[src/rtl/instr_sequencer.sv]
// Fetch/issue sequencer: reads program words from synchronous memory, hands each
// instruction to the control unit with a Run pulse and waits for Done before advancing.
module instr_sequencer #(
  parameter int ADDR_W       = 5,
  parameter int DONE_TIMEOUT = 15
) (
  input  logic              clk,
  input  logic              Resetn,
  input  logic              Start,
  input  logic [ADDR_W-1:0] StartAddr,
  input  logic              Halt,
  output logic [ADDR_W-1:0] MemAddr,
  output logic              MemRd,
  input  logic [8:0]        MemData,
  output logic [8:0]        IR,
  output logic [8:0]        DIN,
  output logic              Run,
  input  logic              Done,
  output logic [ADDR_W-1:0] PC,
  output logic              Busy,
  output logic              Error
);

  localparam int               CNT_W    = $clog2(DONE_TIMEOUT + 1);
  localparam logic [CNT_W-1:0] CNT_LAST = CNT_W'(DONE_TIMEOUT - 1);

  localparam logic [2:0] OP_MV   = 3'd0;
  localparam logic [2:0] OP_MVI  = 3'd1;
  localparam logic [2:0] OP_ADD  = 3'd2;
  localparam logic [2:0] OP_SUB  = 3'd3;
  localparam logic [2:0] OP_HALT = 3'd7;

  typedef enum logic [2:0] {
    S_IDLE,
    S_FETCH,
    S_DECODE,
    S_FETCH_IMM,
    S_LOAD_IMM,
    S_ISSUE,
    S_WAIT_DONE,
    S_ERR
  } state_t;

  state_t             state;
  logic               halt_pending;
  logic [CNT_W-1:0]   wait_cnt;
  logic [ADDR_W-1:0]  next_pc;
  logic               halt_now;

  // mvi occupies two words, so it advances the PC past its immediate.
  assign next_pc  = (IR[8:6] == OP_MVI) ? PC + ADDR_W'(2) : PC + ADDR_W'(1);
  assign halt_now = halt_pending | Halt;

  always_ff @(posedge clk or negedge Resetn) begin
    if (!Resetn) begin
      state        <= S_IDLE;
      PC           <= '0;
      IR           <= '0;
      DIN          <= '0;
      MemAddr      <= '0;
      MemRd        <= 1'b0;
      Run          <= 1'b0;
      Busy         <= 1'b0;
      Error        <= 1'b0;
      halt_pending <= 1'b0;
      wait_cnt     <= '0;
    end else begin
      MemRd <= 1'b0;
      Run   <= 1'b0;
      if (Halt && Busy)
        halt_pending <= 1'b1;

      case (state)
        S_IDLE, S_ERR: begin
          if (Start) begin
            PC           <= StartAddr;
            MemAddr      <= StartAddr;
            MemRd        <= 1'b1;
            halt_pending <= 1'b0;
            Busy         <= 1'b1;
            Error        <= 1'b0;
            state        <= S_FETCH;
          end
        end

        S_FETCH: state <= S_DECODE;

        S_DECODE: begin
          case (MemData[8:6])
            OP_HALT: begin
              Busy         <= 1'b0;
              halt_pending <= 1'b0;
              state        <= S_IDLE;
            end
            OP_MV, OP_ADD, OP_SUB: begin
              IR    <= MemData;
              Run   <= 1'b1;
              state <= S_ISSUE;
            end
            OP_MVI: begin
              IR      <= MemData;
              MemAddr <= PC + ADDR_W'(1);
              MemRd   <= 1'b1;
              state   <= S_FETCH_IMM;
            end
            default: begin
              Busy  <= 1'b0;
              Error <= 1'b1;
              state <= S_ERR;
            end
          endcase
        end

        S_FETCH_IMM: state <= S_LOAD_IMM;

        S_LOAD_IMM: begin
          DIN   <= MemData;
          Run   <= 1'b1;
          state <= S_ISSUE;
        end

        S_ISSUE: begin
          wait_cnt <= '0;
          state    <= S_WAIT_DONE;
        end

        // Done takes priority over the timeout on the final allowed cycle.
        S_WAIT_DONE: begin
          if (Done) begin
            PC <= next_pc;
            if (halt_now) begin
              halt_pending <= 1'b0;
              Busy         <= 1'b0;
              state        <= S_IDLE;
            end else begin
              MemAddr <= next_pc;
              MemRd   <= 1'b1;
              state   <= S_FETCH;
            end
          end else if (wait_cnt == CNT_LAST) begin
            Busy  <= 1'b0;
            Error <= 1'b1;
            state <= S_ERR;
          end else begin
            wait_cnt <= wait_cnt + CNT_W'(1);
          end
        end

        default: state <= S_IDLE;
      endcase
    end
  end

endmodule

[config.mk]
export PLATFORM = sky130hd
export DESIGN_NAME = instr_sequencer
export DESIGN_NICKNAME = d
export VERILOG_FILES = /design/src/rtl/instr_sequencer.sv
export SDC_FILE = /design/constraint.sdc
export NUM_CORES = 1
export LEC_CHECK = 0
export BUFFER_PORTS_ARGS = -buffer_cell sky130_fd_sc_hd__buf_2
export CORE_MARGIN = 8
export CORE_UTILIZATION = 50
export CTS_BUF_LIST = sky130_fd_sc_hd__clkbuf_4
export DETAILED_ROUTE_END_ITERATION = 8
export PLACE_DENSITY = 0.8
export SETUP_SLACK_MARGIN = 0.15
export SLEW_MARGIN = 10
export SYNTH_ARGS = -nofsm -noshare
export SYNTH_HDL_FRONTEND = slang
export SYNTH_SLANG_ARGS = --single-unit
[constraint.sdc]
create_clock -name clk -period 1.7 [get_ports clk]
set_clock_uncertainty 0.05 [all_clocks]
set_input_delay 0.34 -clock clk [delete_from_list [all_inputs] [get_ports clk]]
set_output_delay 0.34 -clock clk [all_outputs]
set_load 0.05 [all_outputs]
# [Word-level counts from Yosys, hierarchy flattened]
# Cells that the tools add are included.
# Widths: inputs -> output; s select.
[totals] reg_bits=40 latchBits=0 ramBits=0 rom_bits=0 input_bits=19 out_inout_bits=32 n_memories=0
[op_classes] n_addsub=3 mul=0 n_div=0 n_lt_le_gt_ge=0 eq_ne=24 shifts=0 muxes=41 bitwise=1 reduce_logical=17
[ops] op="$mux 5" n=6
[ops] op="$pmux 3 s7" n=1
[ops] op="$mux 1" n=20
[ops] op="$ne 2x2->1 const B" n=9
[ops] op="$eq 3x3->1 const B" n=5
[ops] op="$pmux 5 s3" n=1
[ops] op="$reduce_and 5->1" n=3
[ops] op="$eq 3x2->1 const B" n=4
[ops] op="$pmux 1 s3" n=4
[ops] op="$pmux 5 s2" n=1
[ops] op="$eq 3x1->1 const B" n=3
[ops] op="$mux 3" n=3
[ops] op="$pmux 3 s3" n=1
[ops] op="$mux 4" n=2
[ops] op="$pmux 4 s2" n=1
[ops] op="$logic_not 3->1" n=2
[ops] op="$ne 3x3->1 const B" n=2
[ops] op="$reduce_and 3->1" n=2
[ops] op="$add 5x1->5 const B" n=1
[ops] op="$add 5x2->5 const B" n=1
[ops] op="$reduce_or 5->1" n=1
[ops] op="$add 4x1->4 const B" n=1
[ops] op="$eq 4x4->1 const B" n=1
[ops] op="$reduce_and 2->1" n=2
[ops] op="other kinds (8)" n=9

# [Logic depth before layout (Yosys ltp)]
[depth] word_depth=5 depth_mapped=7 depth_no_buf=6

# [Least setup slack after synthesis]
# No wires, ideal clock.
[synth_path] path_kind="reg-to-reg" start="register IR[6]" end="register MemAddr[4]" setup_time_ns=0.130 arrival_time_ns=1.663 required_time_ns=1.520 slack_ns=-0.144 stages_incl_launch_ff=5 synth_period_minus_slack_ns=1.844 path_cell_list="dfrtp_1 nor3b_1 mux2i_1 mux2i_1 a31oi_1"
[synth_between] elab_chain_cells=5
[synth_rtl] element="start: declaration" line_no="15" source="output logic [8:0] IR,"
[synth_rtl] element="start signal: assignment" line_no="96" source="IR <= MemData;"
[synth_rtl] element="start signal: assignment" line_no="101" source="IR <= MemData;"
[synth_rtl] element="$eq 3x1->1" line_no="51" source="assign next_pc = (IR[8:6] == OP_MVI) ? PC + ADDR_W'(2) : PC + ADDR_W'(1);"
[synth_rtl] element="$mux 5" line_no="51"
[synth_rtl] element="$mux 5" line_no="131" source="if (halt_now) begin"
[synth_rtl] element="$mux 5" line_no="129" source="if (Done) begin"
[synth_rtl] element="$pmux 5 s3" line_no="73" source="case (state)"
[synth_rtl] element="end signal: assignment" line_no="77" source="MemAddr <= StartAddr;"
[synth_rtl] element="end signal: assignment" line_no="102" source="MemAddr <= PC + ADDR_W'(1);"
[synth_rtl] element="end signal: assignment" line_no="136" source="MemAddr <= next_pc;"
[synth_rtl] element="end: declaration" line_no="12" source="output logic [ADDR_W-1:0] MemAddr,"
# No other way between the ends. The select of a mux whose other input is x is not followed.
# A chain may end at the register's enable or synchronous reset.

# [Worst setup path after layout]
[layout_path] start="register state[0]" end="register MemAddr[2]"
[layout_between] elab_chain_cells=4 elab_cells_between_ends=12 cone_classes="eq/ne (7); mux (1); reduce/logical (4)"
[layout_rtl] element="start: declaration" line_no="44" source="state_t state;"
[layout_rtl] element="start signal: assignment" line_no="56" source="state <= S_IDLE;"
[layout_rtl] element="start signal: assignment" line_no="82" source="state <= S_FETCH;"
[layout_rtl] element="start signal: assignment" line_no="86" source="S_FETCH: state <= S_DECODE;"
[layout_rtl] element="$eq 3x3->1 / $logic_not 3->1 (equally long branches)" line_no="73"
[layout_rtl] element="$reduce_or 2->1" line_no="73"
[layout_rtl] element="$ne 2x2->1 (no source line) / $reduce_bool 3->1 (equally long branches)"
[layout_rtl] element="$reduce_and 5->1 (no source line)"
# Parallel ways exist; a longest one is shown, timed or not.

==> summary.txt <==
Outcome
  – Status: complete, no violations

Synthesis
  – Synth warn: 0
  – Register area share after synthesis: 0.4487
  – Post-synthesis compound-gate area fraction: 0.1441
  – Post-synth EDFFs: 0
  – Adder-cell share of the synthesized area: 0.02243
  – Async S/R FF share, synth: 1.000
  – Synth Flop Type: dfrtp_1
  – Syn Area/Cell: roughly 9.8 um2
  – XOR/XNOR share of the synthesized area: 0.02356
  – Yosys cell types: 55
  – Cell Area, Synth: ~2200 um2
  – Proportion of synthesized area in mux cells: 0.1032
  – Post-Synth Simple-Gate Area: 0.2154
  – Syn Inst Count: around 230
  – Largest family of logic cells by synthesized area: simple AND/OR/NAND/NOR gates
  – #FFs+latches synth: 40
  – Synthesized Nets: 251

Run
  – # Max-Cap Violations: 0

CTS
  – TritonCTS clock tree: built
  – Htree depth: 2
  – CTS Buffer Depth: 2
  – Later-pin clock latency in the skew report: 0.37 ns
  – TritonCTS Buffers: 5
  – Worst-path clk slew: 0.13 ns
  – Clock tree sinks: 40
  – Root Driver: clkbuf_4

Layout
  – Commonest non-fill, non-tap cell in the layout: buf_2
  – Syn-to-layout area delta: 46.61%
  – Layout net count: roughly 340
  – Utilization after layout: 0.7564
  – Ant. Diodes: 0
  – Most frequent cells in the layout: buf_2 (46), buf_4 (34), nand2_1 (32)
  – Finished Layout Cells: between 300 and 400
  – Layout cells sized above 1: 0.5265

Worst setup path
  – CP max-delay cell: dfrtp_2
  – Arrival time at the worst endpoint: between 1.5 and 2 ns
  – CP Launch Type: register
  – CP Cell Sequence: buf_6 > nor4b_4 > a22o_4 > nand2b_4 > mux2_4
  – CP endpoint kind: register
  – Critical Path Max Stage Delay: between 0.4 and 0.5 ns
  – Crit Path Max Fanout: 9
  – WP data required: 1.91 ns
  – WS Path Type: reg -> reg
  – CP top delay family: flip-flops
  – WP buf/inv: 1

Pwr
  – Sw Share: 0.4944
  – Peak VDD IR: ~1300 uV
  – Reg power frac: 0.248
  – Static leakage: around 1.6 nW
  – Gate power share: 0.659
  – Clk pwr share: 0.093
  – Internal Power: around 3.7 mW
  – Sw Pwr: approximately 3.6 mW
  – Pwr per Cell Area: about 2200 nW/um2

Detailed routing
  – WL per Instance: between 15 and 20 um
  – Via count: approximately 2100
  – Drt pass-1 iters: 4
  – Total wire length: between 6000 and 7000 um
  – DRT antenna net count: 0
  – Routed vias/inst: between 5 and 6
  – 1st-iter DRT viols: 165
  – Remaining DRCs: 0

Global route
  – Largest net degree at the start of global routing: 41
  – Total grt overflow: 0
  – First-pass GRT wire length: 9915 um
  – Vias in the first global route: approximately 2100
  – Total global-route track usage: 0.1878
  – Initial antenna violation count: 0

Floorplan
  – Area of the core: 4324 um2
  – Row count: 24
  – Die H: 82.80 um
  – Num ports: 51
  – Die span in x: slightly above 80 um
  – Initial Util: 0.5159
  – DIE AREA: between 6000 and 7000 um2

STA
  – RSZ-0062 raised after global routing: true
  – Tmin final: around 1.7 ns
  – Max-slew violations: 0
  – Worst-Margin Slew: 0.4284 ns
  – Slew margin rel.: 0.7138
  – Final setup viols: 0
  – Fin crit share: 0.9953
  – Final Hold Viols: 0
  – Hold WS: 0.1221 ns
  – Achievable Freq: 591.0 MHz
  – TNS Setup: 0 ns

Placement
  – Inst Count DP: about 350
  – Global placer's final weighted congestion: around 0.88
  – HPWL after DPL: about 4400 um
  – I/O Buffers: 50

Worst hold path
  – Min-delay worst type: in -> reg
-- metrics by stage --
stage               power [mW]  setup WS [ns]  cell area (um2)
finish                   7.316       0.007926             3271
detailed placement       5.830       -0.01614             2790
global placement         5.737        0.02339             2790
floorplan                4.667        -0.1222             2300
CTS                      6.851        0.03206             3048
global route             7.722       -0.05271             3271
-- Yosys cell counts (5+ instances only) --
cell type | n | share of area
dfrtp_1 | 40 | 0.45
nand2_1 | 37 | 0.062
o21ai_0 | 13 | 0.029
mux2_2 | 12 | 0.061
nor2_1 | 12 | 0.020
nor3_1 | 9 | 0.020
mux2i_1 | 8 | 0.036
a21oi_1 | 6 | 0.013
buf_2 | 6 | 0.013
a31oi_1 | 5 | 0.014
clkbuf_1 | 5 | 0.0084
inv_1 | 5 | 0.0084
nand3_1 | 5 | 0.011
-- power groups by stage --
stage               clock network, mW  logic, mW  registers (mW)
floorplan                           0       1.71            2.96
finish                          0.678       4.82            1.82
global placement                    0       3.97            1.76
CTS                             0.688       4.38            1.78
global route                    0.723       5.12            1.88
detailed placement                  0       4.04            1.79
-- cell type report --
class | count | area (um2)
Fill cell | 286 | 1054
Clock buffer | 5 | 37.54
Timing Repair Buffer | 98 | 700.7
Clock inverter | 3 | 46.29
Sequential cell | 40 | 1013
Inverter | 5 | 18.77
Multi-Input combinational cell | 170 | 1389
Tap cell | 52 | 65.06
-- metal layers --
| layer | GRT usage | share of wire |
|---|---|---|
| met4 | 0.07759 | 0.028 |
| met1 | 0.2229 | 0.41 |
| met3 | 0.04741 | 0.057 |
| met5 | 0 | 0 |
| met2 | 0.3162 | 0.51 |
-- flip-flops by register name, summed over array words and instances, names as in the netlist --
register	count
Error	1
wait_cnt	4
MemRd	1
Run	1
PC	5
halt_pending	1
state	3
MemAddr	5
DIN	9
Busy	1
IR	9
-- worst reg2reg max path, delay by kind of cell (launching register included) --
kind | cells | cell delay, ns
compound gates | 1 | 0.18
buf+inv | 1 | 0.16
flops | 1 | 0.47
mux | 1 | 0.29
simple gates | 2 | 0.44
-- logic make-up (layout without fill, tap and decap cells) --
family	Yosys count	in the layout
compound gates	47	47
xor+xnor	6	6
buf+inv	19	111
mux	21	21
fa+ha+maj	4	4
simple gates	91	92
flops	40	40
-- path summary, 6_finish.rpt --
check / depth (start not counted) / end / slack (ns) / from
setup / recovery: 5 / MemAddr[2]$_DFFE_PN0P_ / 0.008 / state[0]$_DFFE_PN0P_
hold / removal: 3 / IR[3]$_DFFE_PN0P_ / 0.12 / MemData[3]
setup reg to reg: 5 / MemAddr[2]$_DFFE_PN0P_ / 0.008 / state[0]$_DFFE_PN0P_
hold reg to reg: 2 / IR[2]$_DFFE_PN0P_ / 0.44 / IR[2]$_DFFE_PN0P_
max in group asynchronous: 3 / state[1]$_DFFE_PN0P_ / 0.98 / Resetn
min in group asynchronous: 3 / MemAddr[1]$_DFFE_PN0P_ / 0.40 / Resetn
-- what timing repair did --
| item | in CTS | in global routing |
|---|---|---|
| setup endpoints to repair | 35 | 39 |
| endpoints found under the hold margin | 40 | 0 |
| setup buffers | 10 | 5 |
| gates cloned | 0 | 1 |
| pin swaps | 11 | 13 |
| hold buffers | 1 | 0 |
| gates resized for setup | 29 | 47 |
No activity file was read; power rests on OpenSTA's default activity.
